File: src/rtl/binary_to_bcd_seq.sv
`default_nettype none
// ============================================================================
// Module   : binary_to_bcd_seq
// Brief    : Sequential double-dabble binary-to-BCD converter, start/done handshake.
//            Optional macro BCD_SIGNED_EN: two's-complement operand, sign output.
// Revision : 1.0 - initial release
// ============================================================================
module binary_to_bcd_seq #(
  parameter int WIDTH  = 8,
  parameter int DIGITS = 4
) (
  input  logic                clk,
  input  logic                clr_n,
  input  logic                start,
  input  logic [WIDTH-1:0]    in,
  output logic                ready,
  output logic                busy,
  output logic                done,
  output logic [4*DIGITS-1:0] bcd,
  output logic                ovf,
  output logic                sign
);

  localparam int c_BCD_W = 4 * DIGITS;
  localparam int c_CNT_W = $clog2(WIDTH + 1);

  localparam logic [1:0] c_IDLE  = 2'd0;
  localparam logic [1:0] c_SHIFT = 2'd1;
  localparam logic [1:0] c_DONE  = 2'd2;

  localparam logic [c_CNT_W-1:0] c_CNT_INIT = c_CNT_W'(WIDTH);
  localparam logic [c_CNT_W-1:0] c_CNT_ONE  = c_CNT_W'(1);

  logic [1:0]         r_state;
  logic [WIDTH-1:0]   r_bin;
  logic [c_BCD_W-1:0] r_dig;
  logic               r_ovf_acc;
  logic [c_CNT_W-1:0] r_cnt;
  logic [c_BCD_W-1:0] r_bcd;
  logic               r_ovf;

  logic [WIDTH-1:0]   w_operand;
  logic [c_BCD_W-1:0] w_adj;
  logic [c_BCD_W-1:0] w_dig_nxt;
  logic [WIDTH-1:0]   w_bin_nxt;
  logic               w_ovf_nxt;
  logic               w_ready;
  logic               w_load;
  logic               w_last;

  assign w_ready = (r_state == c_IDLE) || (r_state == c_DONE);
  assign w_load  = w_ready && start;
  assign w_last  = (r_state == c_SHIFT) && (r_cnt == c_CNT_ONE);

  // Add-3 correction on every digit that would reach 10+ after doubling.
  for (genvar i = 0; i < DIGITS; i++) begin : g_digit
    assign w_adj[4*i +: 4] = (r_dig[4*i +: 4] >= 4'd5) ? (r_dig[4*i +: 4] + 4'd3)
                                                        : r_dig[4*i +: 4];
  end

  assign w_dig_nxt = {w_adj[c_BCD_W-2:0], r_bin[WIDTH-1]};
  assign w_bin_nxt = {r_bin[WIDTH-2:0], 1'b0};
  assign w_ovf_nxt = r_ovf_acc | w_adj[c_BCD_W-1];

  always_ff @(posedge clk) begin
    if (!clr_n) begin
      r_state   <= c_IDLE;
      r_bin     <= '0;
      r_dig     <= '0;
      r_ovf_acc <= 1'b0;
      r_cnt     <= '0;
      r_bcd     <= '0;
      r_ovf     <= 1'b0;
    end else begin
      case (r_state)
        c_IDLE, c_DONE: begin
          if (start) begin
            r_bin     <= w_operand;
            r_dig     <= '0;
            r_ovf_acc <= 1'b0;
            r_cnt     <= c_CNT_INIT;
            r_state   <= c_SHIFT;
          end else begin
            r_state   <= c_IDLE;
          end
        end
        c_SHIFT: begin
          r_bin     <= w_bin_nxt;
          r_dig     <= w_dig_nxt;
          r_ovf_acc <= w_ovf_nxt;
          r_cnt     <= r_cnt - c_CNT_ONE;
          if (r_cnt == c_CNT_ONE) begin
            r_bcd   <= w_dig_nxt;
            r_ovf   <= w_ovf_nxt;
            r_state <= c_DONE;
          end
        end
        default: r_state <= c_IDLE;
      endcase
    end
  end

`ifdef BCD_SIGNED_EN
  localparam logic [WIDTH-1:0] c_ONE = {{(WIDTH-1){1'b0}}, 1'b1};

  logic r_neg;
  logic r_sign;

  // Most negative value negates to itself, which reads correctly as an unsigned magnitude.
  assign w_operand = in[WIDTH-1] ? (~in + c_ONE) : in;

  always_ff @(posedge clk) begin
    if (!clr_n) begin
      r_neg  <= 1'b0;
      r_sign <= 1'b0;
    end else begin
      if (w_load) r_neg <= in[WIDTH-1];
      if (w_last) r_sign <= r_neg;
    end
  end

  assign sign = r_sign;
`else
  assign w_operand = in;
  assign sign      = 1'b0;
`endif

  assign ready = w_ready;
  assign busy  = (r_state == c_SHIFT);
  assign done  = (r_state == c_DONE);
  assign bcd   = r_bcd;
  assign ovf   = r_ovf;

endmodule
`default_nettype wire

File: config.mk
export PLATFORM = sky130hd
export DESIGN_NAME = binary_to_bcd_seq
export DESIGN_NICKNAME = d
export VERILOG_FILES = /design/src/rtl/binary_to_bcd_seq.sv
export SDC_FILE = /design/constraint.sdc
export NUM_CORES = 1
export LEC_CHECK = 0
export CORE_ASPECT_RATIO = 0.75
export CORE_MARGIN = 3
export CORE_UTILIZATION = 30
export CTS_BUF_LIST = sky130_fd_sc_hd__clkbuf_4
export DETAILED_ROUTE_END_ITERATION = 10
export SLEW_MARGIN = 20
export SYNTH_ARGS = -nofsm -noshare
export SYNTH_HDL_FRONTEND = slang
export SYNTH_SLANG_ARGS = --single-unit
File: constraint.sdc
create_clock -name clk -period 2.9 [get_ports clk]
set_input_delay 0.435 -clock clk [delete_from_list [all_inputs] [get_ports clk]]
set_output_delay 0.435 -clock clk [all_outputs]
set_load 0.01 [all_outputs]
==> results.py <==
metrics = {
    "timing": {
        "finalSetupViolCount": 0,
        "slew_headroom_pct": 51.3,
        "finalCriticalPeriod_ns": 2.51,
        "hold_ws_ns": 0.467,
        "post-route-period-util_pct": 86.5,
        "finalSetupTns_ns": 0,
        "finalWorstSetupSlack_ns": 0.391,
        "slew_viol_final": 0,
        "finalHoldViolations": 0,
        "fmax_ghz": 0.399,
        "fin_skew_ns": 0.00830,
        "rsz0062_at_grt": "false",
        "worst_pin_slew_ns": 0.726,
    },
    "final_layout": {
        "layout.nets": 294,
        "synthToLayoutAreaGrowth_pct": 19.4,
        "drive_gt1_share_pct": 7.66,
        "finalInstanceArea_sq_mm": 0.00255,
        "post-route-util_pct": 38.6,
        "final-instance-count-excl-fill": 369,
        "num-fill-cells": 665,
    },
    "routing": {
        "drc": 0,
        "num_vias": 1730,
        "firstDrtPassIters": 4,
        "wl_per_cell_microns": 11.9,
        "wl_met1_mm": 2.14,
        "dr_wl_met2_mm": 2.04,
        "top_layer": "met4",
        "postRouteAntennaNets": 0,
        "wl_met3_microns": 169,
        "via_per_inst": 4.69,
        "drtIter0Drc": 56,
        "routed_wl_mm": 4.40,
    },
    "logic_synthesis": {
        "yosys_warnings": 0,
        "yosysSeqAreaShare_pct": 45.0,
        "synth_common_cells": "48 x dfxtp_1, 30 x a21oi_1, 29 x nand2_1",
        "synth_most_common_cell": "dfxtp_1",
        "synth-seq-cells": 48,
        "synth_area_sq_mm": 0.00213,
        "yosysTopAreaCell": "dfxtp_1",
        "synth_top_area_share_pct": 45.0,
        "synthCells": 246,
        "ys_async_sr_fraction_pct": 0,
        "synth_nets": 267,
        "synth_ff_type": "dfxtp_1",
        "synth-edff-count": 0,
        "syn_area_per_cell_sq_um": 8.68,
        "synth_cell_types": 34,
        "synthTopCellsByArea": "dfxtp_1 45%, a21oi_1 7.0%, ha_1 5.9%",
    },
    "placed_design": {
        "dp_hpwl_mm": 3.11,
        "dp_slack_ns": 0.780,
        "place_area_sq_mm": 0.00249,
        "gp_congestion": 0.759,
        "port_buffers": 30,
        "place_inst": 360,
    },
    "critical_path": {
        "worstPathCellList": "nand2b_1, inv_2, clkdlybuf4s50_1",
        "critPathKind": "register to output pin",
        "startpoint": "r_state[1]",
        "worstSetupEndpointType": "output pin",
        "r2r_start": "r_state[1]",
        "worstPathArrival_ns": 2.07,
        "cp_num_buf_inv": 2,
        "critPathRequiredTime_ns": 2.47,
        "critPathMaxFanout": 20,
        "slowest_delay_ns": 0.61,
        "path_delay_family": "buffers and inverters",
        "cp_slowest_cell": "clkdlybuf4s50_1",
        "worst_setup_path_start_kind": "register",
    },
    "die": {
        "die_area_sq_mm": 0.00817,
        "die_x_microns": 103,
        "start_util_pct": 32.3,
        "fp.dieH_microns": 79.1,
        "rows": 25,
        "ios": 32,
        "core_sq_mm": 0.00660,
    },
    "clock_tree": {
        "cts_tree": "yes",
        "cts-root-buf": "clkbuf_4",
        "postCtsHoldBufs": 0,
        "insertion_delay_ns": 0.36,
        "clkTransAtPathRegs_ns": 0.14,
        "numCtsBuffers": 5,
        "post_cts_buffers": 0,
        "cts.repair.resized": 0,
        "cts_sinks": 48,
        "cts_buffer_depth": 2,
        "htree_levels": 2,
    },
    "power": {
        "p_total_mw": 1.12,
        "p_leak_nw": 0.862,
        "vdd_drop_max_mv": 0.165,
        "cellPowerDensity_mw_per_mm2": 440,
    },
    "global_routing": {
        "grt_pass1_vias": 1643,
        "antenna_found_initial": 0,
        "grt_start_max_net_pins": 27,
        "overflow": 0,
        "grt_usage_pct": 11.7,
        "grt_pass1_wl_mm": 7.58,
    },
    "status": {
        "status": "finished clean",
    },
    "run": {
        "maxCapViolations": 0,
    },
    "hold_path": {
        "hold_start": "r_bin[1]",
        "holdCritPathClass": "register to register",
    },
}
## layout make-up
class	instances	area [sq um]	share of cell area, %
clock buffers	5	37.5	1.47
well taps	94	118	4.61
diodes	1	2.50	0.0982
multi-input cells	170	1030	40.5
flip-flops and latches	48	961	37.7
clock inverters	3	18.8	0.736
inverters	15	56.3	2.21
repair buffers	33	323	12.7
## tightest hold or removal path, cell delays in order (launching register included)
cell     delay, ns
dfxtp_1       0.34
nand2_1       0.05
a21oi_1       0.05
## final timing paths
path	endpoint	slack, ns	cells after the start
min	r_bin[1]	0.47	2
max	busy	0.39	3
max reg2reg	r_dig[3]	0.89	5
min reg2reg	r_bin[1]	0.47	2
## placed cells by master (no fill, tap or decap), drive strengths merged, types with 3 or more instances in the layout
cell and instances:
a22oi 9, mux2 4, dfxtp 48, nor3 6, o22ai 8, inv 15, nand2 30, o21ai 23
clkdlybuf4s50 30, ha 10, buf 3, nand3 4, a211oi 4, xnor2 4, clkbuf 5, nor3b 8
a21oi 30, nand2b 5, nor2 16
## where the power goes
part	switching [mW]	internal (mW)
Clock	0.213	0.0916
Sequential	0.0127	0.679
Combinational	0.0732	0.0519
Total	0.299	0.822
## sequential cells by signal (all words and copies together), names as in the netlist
name	cells
r_cnt	4
ovf	1
bcd	16
r_ovf_acc	1
r_state	2
r_dig	16
r_bin	8
## routing by layer
metal  global-route usage [%]  up-vias
met5                        0        -
met4                     3.49        0
met3                     3.16        7
met2                     18.3       28
met1                     15.6      790
li1                         -      905
## logic make-up (layout without fill, tap and decap cells)
kind of cell / Yosys count / count (layout) / synth area share, %
AO/OA/AOI/OAI: 78 / 78 / 21.0
AND/OR/NAND/NOR: 72 / 72 / 17.1
flip-flops: 48 / 48 / 45.0
buffers and inverters: 28 / 56 / 6.62
adder cells (fa/ha/maj): 10 / 10 / 5.86
multiplexers: 5 / 5 / 2.58
XOR/XNOR: 4 / 4 / 1.64
other: 1 / 2 / 0.176
Note: power is estimated with default switching activity, not from simulation.
